### src/rtl/conditioning_pkg.sv
// Shared definitions for the conditioning chain: sequencer state encoding and
// the bit layout of the 18-bit conditioning vector.
package conditioning_pkg;

  typedef enum logic [2:0] {
    ST_IDLE      = 3'd0,
    ST_BBM_HI    = 3'd1,
    ST_SAMPLE_HI = 3'd2,
    ST_BBM_LO    = 3'd3,
    ST_SAMPLE_LO = 3'd4
  } az_state_e;

  localparam int OUT_W     = 18;
  localparam int AZMUX_LSB = 0;
  localparam int AZMUX_W   = 4;
  localparam int HIMUX_LSB = 4;
  localparam int HIMUX_W   = 4;
  localparam int PC_BIT    = 8;
  localparam int LED_BIT   = 9;
  localparam int MON_LSB   = 10;
  localparam int MON_W     = 8;

endpackage

### src/rtl/phase_timer.sv
// Loadable down-counter used to time each sequencer phase; stops at zero
// instead of wrapping.
module phase_timer #(
  parameter int CNT_W = 24
) (
  input  logic             clk,
  input  logic             reset_n,
  input  logic             i_load,
  input  logic [CNT_W-1:0] i_val,
  output logic             o_zero,
  output logic [CNT_W-1:0] o_count
);

  logic [CNT_W-1:0] r_count;

  always_ff @(posedge clk) begin
    if (!reset_n)
      r_count <= '0;
    else if (i_load)
      r_count <= i_val;
    else if (r_count != '0)
      r_count <= r_count - CNT_W'(1);
  end

  assign o_zero  = (r_count == '0);
  assign o_count = r_count;

endmodule

### src/rtl/az_sequencer.sv
// Auto-zero sequencer: alternates signal and zero phases of the azmux with
// break-before-make gaps. Optional debug monitor field: AZ_SEQ_MONITOR_EN.
module az_sequencer
  import conditioning_pkg::*;
#(
  parameter int BBM_CYCLES = 4,
  parameter int CNT_W      = 24
) (
  input  logic             clk,
  input  logic             reset_n,
  input  logic             enable,
  input  logic [CNT_W-1:0] clk_count_hi,
  input  logic [CNT_W-1:0] clk_count_lo,
  input  logic [2:0]       azmux_hi_val,
  input  logic [2:0]       azmux_lo_val,
  input  logic [3:0]       himux_val,
  output logic [OUT_W-1:0] out,
  output logic             sample_done
);

  localparam logic [CNT_W-1:0] BBM_LAST = CNT_W'(BBM_CYCLES - 1);

  az_state_e        r_state;
  logic [CNT_W-1:0] r_hi_cnt;
  logic [CNT_W-1:0] r_lo_cnt;
  logic [3:0]       r_azmux;
  logic [3:0]       r_himux;
  logic             r_pc;
  logic             r_led;
  logic             r_done;

  logic             w_load;
  logic [CNT_W-1:0] w_load_val;
  logic             w_zero;
  logic [CNT_W-1:0] w_count;
  logic             w_done_nxt;
  logic [MON_W-1:0] w_mon;

  // Timer holds (duration - 1); a zero duration still gives one cycle.
  function automatic logic [CNT_W-1:0] last_index(input logic [CNT_W-1:0] c);
    last_index = (c == '0) ? '0 : c - CNT_W'(1);
  endfunction

  phase_timer #(.CNT_W(CNT_W)) u_timer (
    .clk     (clk),
    .reset_n (reset_n),
    .i_load  (w_load),
    .i_val   (w_load_val),
    .o_zero  (w_zero),
    .o_count (w_count)
  );

  // Timer reload on each phase exit; sample_done is predicted one cycle
  // early so that the registered pulse lands on the last SAMPLE_LO cycle.
  always_comb begin
    w_load     = 1'b0;
    w_load_val = '0;
    w_done_nxt = 1'b0;
    case (r_state)
      ST_IDLE: begin
        w_load     = 1'b1;
        w_load_val = enable ? BBM_LAST : '0;
      end
      ST_BBM_HI: if (w_zero) begin
        w_load     = 1'b1;
        w_load_val = last_index(r_hi_cnt);
      end
      ST_SAMPLE_HI: if (w_zero) begin
        w_load     = 1'b1;
        w_load_val = BBM_LAST;
      end
      ST_BBM_LO: if (w_zero) begin
        w_load     = 1'b1;
        w_load_val = last_index(r_lo_cnt);
        w_done_nxt = (last_index(r_lo_cnt) == '0);
      end
      ST_SAMPLE_LO: begin
        if (w_zero) begin
          w_load     = 1'b1;
          w_load_val = enable ? BBM_LAST : '0;
        end else begin
          w_done_nxt = (w_count == CNT_W'(1));
        end
      end
      default: w_load = 1'b1;
    endcase
  end

  always_ff @(posedge clk) begin
    if (!reset_n) begin
      r_state  <= ST_IDLE;
      r_hi_cnt <= '0;
      r_lo_cnt <= '0;
      r_azmux  <= '0;
      r_himux  <= '0;
      r_pc     <= 1'b0;
      r_led    <= 1'b0;
      r_done   <= 1'b0;
    end else begin
      r_himux <= himux_val;
      r_done  <= w_done_nxt;
      if (w_done_nxt)
        r_led <= ~r_led;
      case (r_state)
        ST_IDLE: begin
          r_azmux <= '0;
          r_pc    <= 1'b0;
          if (enable) begin
            r_state  <= ST_BBM_HI;
            r_hi_cnt <= clk_count_hi;
            r_lo_cnt <= clk_count_lo;
            r_pc     <= 1'b1;
          end
        end
        ST_BBM_HI: if (w_zero) begin
          r_state <= ST_SAMPLE_HI;
          r_azmux <= {1'b1, azmux_hi_val};
        end
        ST_SAMPLE_HI: if (w_zero) begin
          r_state    <= ST_BBM_LO;
          r_azmux[3] <= 1'b0;
          r_pc       <= 1'b0;
        end
        ST_BBM_LO: if (w_zero) begin
          r_state <= ST_SAMPLE_LO;
          r_azmux <= {1'b1, azmux_lo_val};
        end
        ST_SAMPLE_LO: if (w_zero) begin
          if (enable) begin
            r_state    <= ST_BBM_HI;
            r_hi_cnt   <= clk_count_hi;
            r_lo_cnt   <= clk_count_lo;
            r_azmux[3] <= 1'b0;
            r_pc       <= 1'b1;
          end else begin
            r_state <= ST_IDLE;
            r_azmux <= '0;
            r_pc    <= 1'b0;
          end
        end
        default: r_state <= ST_IDLE;
      endcase
    end
  end

`ifdef AZ_SEQ_MONITOR_EN
  logic [MON_W-1:0] r_mon;

  always_ff @(posedge clk) begin
    if (!reset_n)
      r_mon <= '0;
    else
      r_mon <= {r_done, enable, r_pc, r_azmux[3], 1'b0, r_state};
  end

  assign w_mon = r_mon;
`else
  assign w_mon = '0;
`endif

  always_comb begin
    out                          = '0;
    out[AZMUX_LSB +: AZMUX_W]    = r_azmux;
    out[HIMUX_LSB +: HIMUX_W]    = r_himux;
    out[PC_BIT]                  = r_pc;
    out[LED_BIT]                 = r_led;
    out[MON_LSB +: MON_W]        = w_mon;
  end

  assign sample_done = r_done;

endmodule

### config.mk
export PLATFORM = sky130hd
export DESIGN_NAME = az_sequencer
export DESIGN_NICKNAME = d
export VERILOG_FILES = /design/src/rtl/conditioning_pkg.sv /design/src/rtl/phase_timer.sv /design/src/rtl/az_sequencer.sv
export SDC_FILE = /design/constraint.sdc
export NUM_CORES = 1
export LEC_CHECK = 0
export ABC_AREA = 1
export BUFFER_PORTS_ARGS = -buffer_cell sky130_fd_sc_hd__buf_2
export CORE_MARGIN = 5
export CORE_UTILIZATION = 55
export CTS_CLUSTER_DIAMETER = 100
export DETAILED_ROUTE_END_ITERATION = 12
export PLACE_DENSITY = 0.76
export SYNTH_ARGS = -nofsm -noshare
export SYNTH_HDL_FRONTEND = slang
export SYNTH_SLANG_ARGS = --single-unit
### constraint.sdc
create_clock -name clk -period 2.4 [get_ports clk]
set_input_delay 0.12 -clock clk [delete_from_list [all_inputs] [get_ports clk]]
set_output_delay 0.12 -clock clk [all_outputs]
set_load 0.01 [all_outputs]
-- Word-level counts from Yosys, hierarchy flattened
Cells that the tools add are included.
W data, S select, Z words.
- $add $sub $neg: 3
- equal/unequal tests: 11
- multiplexer cells: 38
- bitwise operators: 1
- reduce and logical (&&, ||, !) cells: 17
- operator list (kind ; count):
    $mux W24 ; 10
    $pmux W24 S5 ; 1
    $logic_not A24 Y1 ; 4
    $pmux W24 S2 ; 2
    $sub A24 B1 Y24 const B ; 3
    $eq A24 B1 Y1 const B ; 1
    $reduce_bool A24 Y1 ; 1
    $mux W3 ; 6
    $pmux W3 S5 ; 1
    $reduce_and A5 Y1 ; 3
    $mux W4 ; 3
    $pmux W3 S4 ; 1
    $mux W1 ; 8
    $ne A2 B1 Y1 const B ; 4
    $eq A3 B2 Y1 const B ; 2
    $mux W2 ; 3
    $pmux W1 S5 ; 1
    $reduce_bool A5 Y1 ; 1
    $ne A2 B2 Y1 const B ; 2
    $reduce_bool A2 Y1 ; 2
    $reduce_bool A4 Y1 ; 1
    $reduce_or A4 Y1 ; 1
    $eq A3 B1 Y1 const B ; 1
    $eq A3 B3 Y1 const B ; 1
    other kinds (7) ; 7
- register bits: 86
- bits of input ports: 61
- output and inout port bits: 19
- logic and storage cells: 80

-- Depth between registers and ports, before layout
Gate-level depths: netlist of the first run.
- word-level depth: 5
- gate-level depth with buffers: 17
- mapped depth without buffers: 16

-- Modules after synthesis
Synthesis of the first run repeated with hierarchy kept, for this count alone.
- cell total of the unflattened synthesis: 942
- area total of the unflattened synthesis: 5975.7 µm²
- by module, submodules not included (module ; times used ; cells an instance ; area each (µm²)):
    az_sequencer ; 1 ; 663 ; 4184.0
    phase_timer ; 1 ; 279 ; 1791.7

-- Worst setup path before layout of the first run
No wires, ideal clock.
- path kind: reg-to-reg
- from: register r_lo_cnt[0]
- to: register r_led
- library setup time: 115 ps
- arrival: 1690 ps
- setup slack: 595 ps
- cell stages (with the launch flop): 17
- buffers on the path: 1
- period minus slack after synthesis: 1805 ps
- path through: dfxtp_1 inv_2 ha_1 inv_1 nor2_1 nand2_1 nor2_1 nand3_4 buf_6 nand3_1 nand2_1 inv_1 nand3_1 nor2_1 nand2_1 a21oi_1 nor2_1
- cells in the longest elaborated chain, start to end: 5
- elaborated cells on any way between the ends: 6
- those cells by class: 1 x add/sub; 3 x mux; 2 x reduce/logical
- ends and longest elaborated chain (item ; RTL line ; source):
    start: declaration ; az_sequencer.sv:25 ; logic [CNT_W-1:0] r_lo_cnt;
    start signal: assignment ; az_sequencer.sv:111 ; r_lo_cnt <= clk_count_lo;
    start signal: assignment ; az_sequencer.sv:132 ; r_lo_cnt <= clk_count_lo;
    $sub A24 B1 Y24 or $logic_not A24 Y1 (tied branches) ; az_sequencer.sv:41 ; last_index = (c == '0) ? '0 : c - CNT_W'(1);
    $mux W24 * ; az_sequencer.sv:41 ;
    $logic_not A24 Y1 * ; az_sequencer.sv:75 ; w_done_nxt = (last_index(r_lo_cnt) == '0);
    $mux W1 * ; az_sequencer.sv:72 ; ST_BBM_LO: if (w_zero) begin
    $pmux W1 S2 * ; az_sequencer.sv:59 ; case (r_state)
    end signal: assignment ; az_sequencer.sv:103 ; r_led <= ~r_led;
    end: declaration ; az_sequencer.sv:29 ; logic r_led;
Mark *: on every way between the ends. The rest lies on a longest branch, timed or not.
A chain may end at the register's enable or synchronous reset.

-- Final worst setup path of the first run
Same ends and word-level chain as after synthesis.

==> results of run 1 <==
metrics by stage:
step                 util  power (W)  instance area (sq um)  worst slack, ns  hold slack (ns)
CTS                 0.637    0.00834                   6200            0.147          0.00120
floorplan               -    0.00589                   5510            0.595            0.218
global placement    0.610    0.00703                   5930            0.201            0.304
global route        0.638    0.00912                   6210          0.00105           0.0212
finish              0.638    0.00840                   6210            0.173           0.0160
detailed placement  0.610    0.00714                   5930            0.181            0.305
layer usage:
layer | up-vias | track usage | wire length [um]
met4 | 0 | 0.0971 | 366
met2 | 215 | 0.438 | 7170
met5 | - | 0 | 0
met1 | 2594 | 0.359 | 7190
li1 | 2933 | - | -
met3 | 35 | 0.0534 | 1070
power groups by stage:
stage                     clock network, W  logic [W]  registers (W)
after detailed placement                 0    0.00497        0.00217
after global routing               0.00123    0.00570        0.00220
after CTS                          0.00119    0.00502        0.00214
after floorplan                          0    0.00378        0.00211
final                              0.00117    0.00508        0.00215
after global placement                   0    0.00487        0.00216
kinds of logic (layout without fill, tap and decap cells):
logic type	count (synthesis)	after routing
compound gates	198	198
buf+inv	139	209
simple gates	394	394
flops	86	86
xor+xnor	27	27
fa+ha+maj	7	7
other cells	1	8
registers in the layout, summed over array words and instances, names as in the netlist:
name             count
r_azmux              4
r_hi_cnt            24
r_himux              4
r_led                1
r_lo_cnt            24
r_pc                 1
r_state              3
sample_done          1
u_timer.o_count     24
repair_timing:
item	in CTS	in global routing
hold buffers	4	0
setup buffers	0	2
resized for setup	0	2
endpoints found under the setup margin	0	2
hold endpoints to repair	4	0
final cells by class:
class	count	area share
clock buffers	12	0.0250
clock inverters	3	0.0109
inverters	101	0.0610
multi-input cells	634	0.512
flip-flops and latches	86	0.277
well taps	133	0.0268
repair buffers	93	0.0874
worst min path at each step:
stage / end / slack, ns / from / cells after the start
2_1_floorplan: r_himux[0] / 0.22 / himux_val[0] / 2
3_3_place_gp: r_himux[3] / 0.30 / himux_val[3] / 3
3_5_place_dp: r_himux[1] / 0.30 / himux_val[1] / 3
4_1_cts: r_hi_cnt[18] / 0.001 / clk_count_hi[18] / 3
5_1_grt: r_lo_cnt[13] / 0.02 / clk_count_lo[13] / 3
6_report: r_lo_cnt[3] / 0.02 / clk_count_lo[3] / 3
tightest hold or removal path, cell delays in order:
cell     delay, ns
buf_2         0.07
o21ai_0       0.07
a21oi_1       0.10
placed cells by master (no fill, tap or decap), types with 8 or more instances in the layout:
cell,Yosys,routed
conb_1,1,8
buf_4,11,17
xnor2_1,9,9
o21ai_0,91,89
nand2_1,165,165
nand4_1,17,17
clkbuf_8,0,11
dfxtp_1,86,86
inv_1,98,98
xor2_1,18,18
a21oi_1,86,86
o22ai_1,12,12
nor2_1,105,105
nand3_1,62,62
nor2_2,10,10
buf_2,4,71
nor3_1,9,9
==> flow_summary.toml, run 1 <==
[status]
status = "completed"

[routing]
via_per_inst = 5.44
finalWirelength_mm = 15.8
drt_iter0_drc = 443
wl_per_cell_um = 14.9
vias = 5777
dr.pass1.iters = 5
drc = 0
ant_nets = 0

[power_and_ir_drop]
p_comb_frac = 0.605
power.net_switching_w = 0.00423
p_clk_frac = 0.139
leakagePower_nw = 2.90
p_int_w = 0.00417
ir_worst_vdd_v = 0.000648
p_per_area_nw_per_um2 = 1350
p_sw_frac = 0.503
p_seq_frac = 0.256

[final_layout]
num-nets-final = 993
seqCellArea_sq_um = 1720
syn2layout_area_growth_pct = 13.2
multi_input_area_sq_um = 3180
fillers = 952
layout.cells.non_filler = 1062
drive_gt1_frac = 0.147
antenna_cells = 0

[run]
cap_violations = 0

[placement]
portBuffers = 71
place_congestion = 0.991
hpwlAfterDp_mm = 12.4
dpl.cell_count = 1041

[floorplan]
initial_utilization = 0.564
ios = 80
die_h_um = 110
rows = 36
die_area_sq_um = 12100
die_width_um = 110
core-area_sq_um = 9730

[global_route]
grt_pass1_vias = 5383
track_usage = 0.271
grt_start_max_net_pins = 46
antenna_found_initial = 0
grt_overflow_total = 0
grt_pass1_wl_mm = 25.5

[synth]
yosysMostFrequentCell = "nand2_1"
yosys.area.top_type = "dfxtp_1"
synthTopCellsByArea = "dfxtp_1 31%, nand2_1 11%, o21ai_0 8.3%, a21oi_1 7.8%, nor2_1 7.2%"
synth_top_family_by_area = "simple AND/OR/NAND/NOR gates"
yosys_warnings = 0
synth_xor_xnor_area_share = 0.0431
synth_top_area_share = 0.314
synth_top_cells_by_count = "165 x nand2_1, 105 x nor2_1, 98 x inv_1"
yosysUniqueCellTypes = 36
postSynthRegisterBits = 86
seq_area_frac_synth = 0.314
yosys-mux-area-fraction = 0
synth.cell_area_sq_um = 5490
synth_area_per_cell_sq_um = 6.44
synth_edf_count = 0
syn_inst = 852
ys.flop_type = "dfxtp_1"
synth_fa_ha_area_frac = 0.0160
synth-compound-area-share = 0.188
synthSimpleGateAreaFrac = 0.327
ys_async_sr_fraction = 0

[worst_setup_path]
worstPathCellList = "inv_2 -> ha_1 -> inv_1 -> nor2_1 -> nand2_1 -> nor2_1 -> nand3_4 -> nand3_1 -> nand2_1 -> nor2_1 -> nand3_1 -> nor2_1 -> nand2_1 -> a21oi_1 -> nor2_1"
timing.rr.end = "r_led"
crit_required_ns = 2.68
crit_fanout = 13
crit_end = "r_led"
path_delay_family = "simple AND/OR/NAND/NOR gates"
crit_cells = 15
arrival_ns = 2.50
end_kind = "flop"
worst-path-buf-inv = 2
startpoint_type = "flop"
worst_path_max_delay_cell = "dfxtp_1"
r2r_slack_ns = 0.17
reg2reg_depth = 15
crit_type = "reg -> reg"
crit_top_cell = "nor2_1"
crit_start = "r_lo_cnt[0]"
r2r-start = "r_lo_cnt[0]"
critPathMaxStageDelay_ns = 0.33

[clock_tree]
cts_tree = "built"
cts.reportedPaths.clkPinSlew_ns = 0.09
cts-htree-levels = 3
cts_buffer_depth = 2
cts.sink_count = 86
clk_latency_ns = 0.38
cts_root_buffer = "clkbuf_8"
numCtsBuffers = 9

[timing]
finalCriticalPeriod_ns = 2.23
slew_viol_final = 0
slew_headroom = 0.454
setup_violations = 0
hold_viol = 0
rsz0062_at_grt = "false"
tightestPinTransition_ns = 0.819
fmax_ghz = 0.449
fin_worst_skew_ns = 0.00874
period_share = 0.928
setup-tns-final_ns = 0

[hold_path]
hold_class = "in -> reg"
Power figures use the tool's default switching activity.
==> run 2, diff against run 1 <==
- CORE_MARGIN: 5 -> 2
- PLACE_DENSITY: 0.76 -> 0.88
==> flow_summary.toml, run 2 (same netlist as run 1, synthesis figures left out) <==
[timing]
tightestPinTransition_ns = 0.826
setup-tns-final_ns = 0
slew_viol_final = 0
slew_headroom = 0.449
fin_worst_skew_ns = 0.0138
finalCriticalPeriod_ns = 2.15
rsz0062_at_grt = "false"
setup_violations = 0
period_share = 0.895
hold_viol = 0
timing.hold.ws_ns = 0.0272
fin_ws_ns = 0.251
fmax_ghz = 0.465

[floorplan]
initial_utilization = 0.564
die_width_um = 104
ios = 80
rows = 36
core-area_sq_um = 9730
die_area_sq_um = 10800
die_h_um = 104

[placement]
place_congestion = 0.942
hpwlAfterDp_mm = 11.0
dp_slack_ns = 0.332
portBuffers = 71

[routing]
ant_nets = 0
dr.pass1.iters = 8
drc = 0
via_per_inst = 5.40
drt_iter0_drc = 466
vias = 5691
finalWirelength_mm = 14.4
wl_per_cell_um = 13.6

[clock_tree]
cts.sink_count = 86
cts_setup_buffers = 0
cts-htree-levels = 3
cts_buffer_depth = 2
cts.reportedPaths.clkPinSlew_ns = 0.09
numCtsBuffers = 9
cts_tree = "built"
cts_root_buffer = "clkbuf_8"
cts_hold_buf = 4
clk_latency_ns = 0.37
cts_resized = 0

[power_and_ir_drop]
leakagePower_nw = 2.86
ir_worst_vdd_v = 0.000734
p_seq_frac = 0.261
p_sw_frac = 0.507
p_per_area_nw_per_um2 = 1340
power.net_switching_w = 0.00418
p_comb_frac = 0.599
p_clk_frac = 0.140
p_int_w = 0.00406

[final_layout]
fillers = 966
seqCellArea_sq_um = 1720
syn2layout_area_growth_pct = 11.9
drive_gt1_frac = 0.141
multi_input_area_sq_um = 3180
final_cell_mix = "165 x nand2_1, 105 x nor2_1, 98 x inv_1"
layout_commonest_cell = "nand2_1"
antenna_cells = 0
num-nets-final = 984

[worst_setup_path]
crit_required_ns = 2.71
end_kind = "flop"
crit_type = "reg -> reg"
startpoint_type = "flop"
crit_fanout = 8
arrival_ns = 2.46

[global_route]
track_usage = 0.266
grt_overflow_total = 0
grt_start_max_net_pins = 97
antenna_found_initial = 0
grt_pass1_vias = 5072
grt_pass1_wl_mm = 23.8

[hold_path]
hold_class = "in -> reg"

[status]
status = "completed"

[run]
cap_violations = 0
## run 2: cell types whose count changed in the layout (fill, tap and decap cells not counted)
cell,before,now
buf_4,17,8
clkbuf_8,11,9
clkinvlp_4,1,3
o21ai_0,89,91
o21ai_1,2,0
clkbuf_1,1,0
clkinv_2,0,1
inv_6,0,1
## run 2: power groups by stage
stage | clock network [W] | logic, W | registers, W
floorplan | 0 | 0.00378 | 0.00211
global placement | 0 | 0.00472 | 0.00216
detailed placement | 0 | 0.00481 | 0.00217
CTS | 0.00115 | 0.00486 | 0.00214
global route | 0.00122 | 0.00552 | 0.00220
finish | 0.00115 | 0.00493 | 0.00215
## run 2: through the flow
stage          std cells  cell area, sq um  power, W  utilization
2_1_floorplan        859              5510   0.00589            -
3_3_place_gp        1034              5880   0.00688        0.604
3_5_place_dp        1034              5880   0.00698        0.604
4_1_cts             1054              6140   0.00814        0.631
5_1_grt             1054              6140   0.00894        0.631
6_report            1054              6140   0.00823        0.631
## run 2: path summary, 6_finish.rpt
kind | from | end | slack, ns | cells past startpoint
max | r_lo_cnt[0] | r_led | 0.25 | 14
min | clk_count_hi[6] | r_hi_cnt[6] | 0.03 | 3
max reg2reg | r_lo_cnt[0] | r_led | 0.25 | 14
min reg2reg | r_azmux[3] | r_azmux[3] | 0.48 | 2
## run 2: worst max-delay path: stages (launching register included)
cell,delay [ns]
dfxtp_1,0.33
inv_2,0.14
ha_1,0.28
nand2_2,0.12
nor2_1,0.29
nand3_1,0.12
nand3_1,0.18
nand2_1,0.08
nor2_1,0.10
nand2_1,0.06
nor2_1,0.09
nand2_1,0.08
nand3_1,0.07
nand2_1,0.05
nor2_1,0.08
## run 2: cell type report
type / instances / area share
clock buffers: 9 / 0.0202
inverters: 101 / 0.0617
flip-flops and latches: 86 / 0.280
well taps: 133 / 0.0271
multi-input cells: 634 / 0.518
clock inverters: 7 / 0.0157
repair buffers: 84 / 0.0774
## run 2: metal layers
metal  part of all wire  global-route usage  vias up
li1                   -                   -     2899
met1               0.45               0.360     2518
met2               0.46               0.441      242
met3              0.070              0.0395       32
met4              0.023              0.0772        0
met5                  0                   0        -
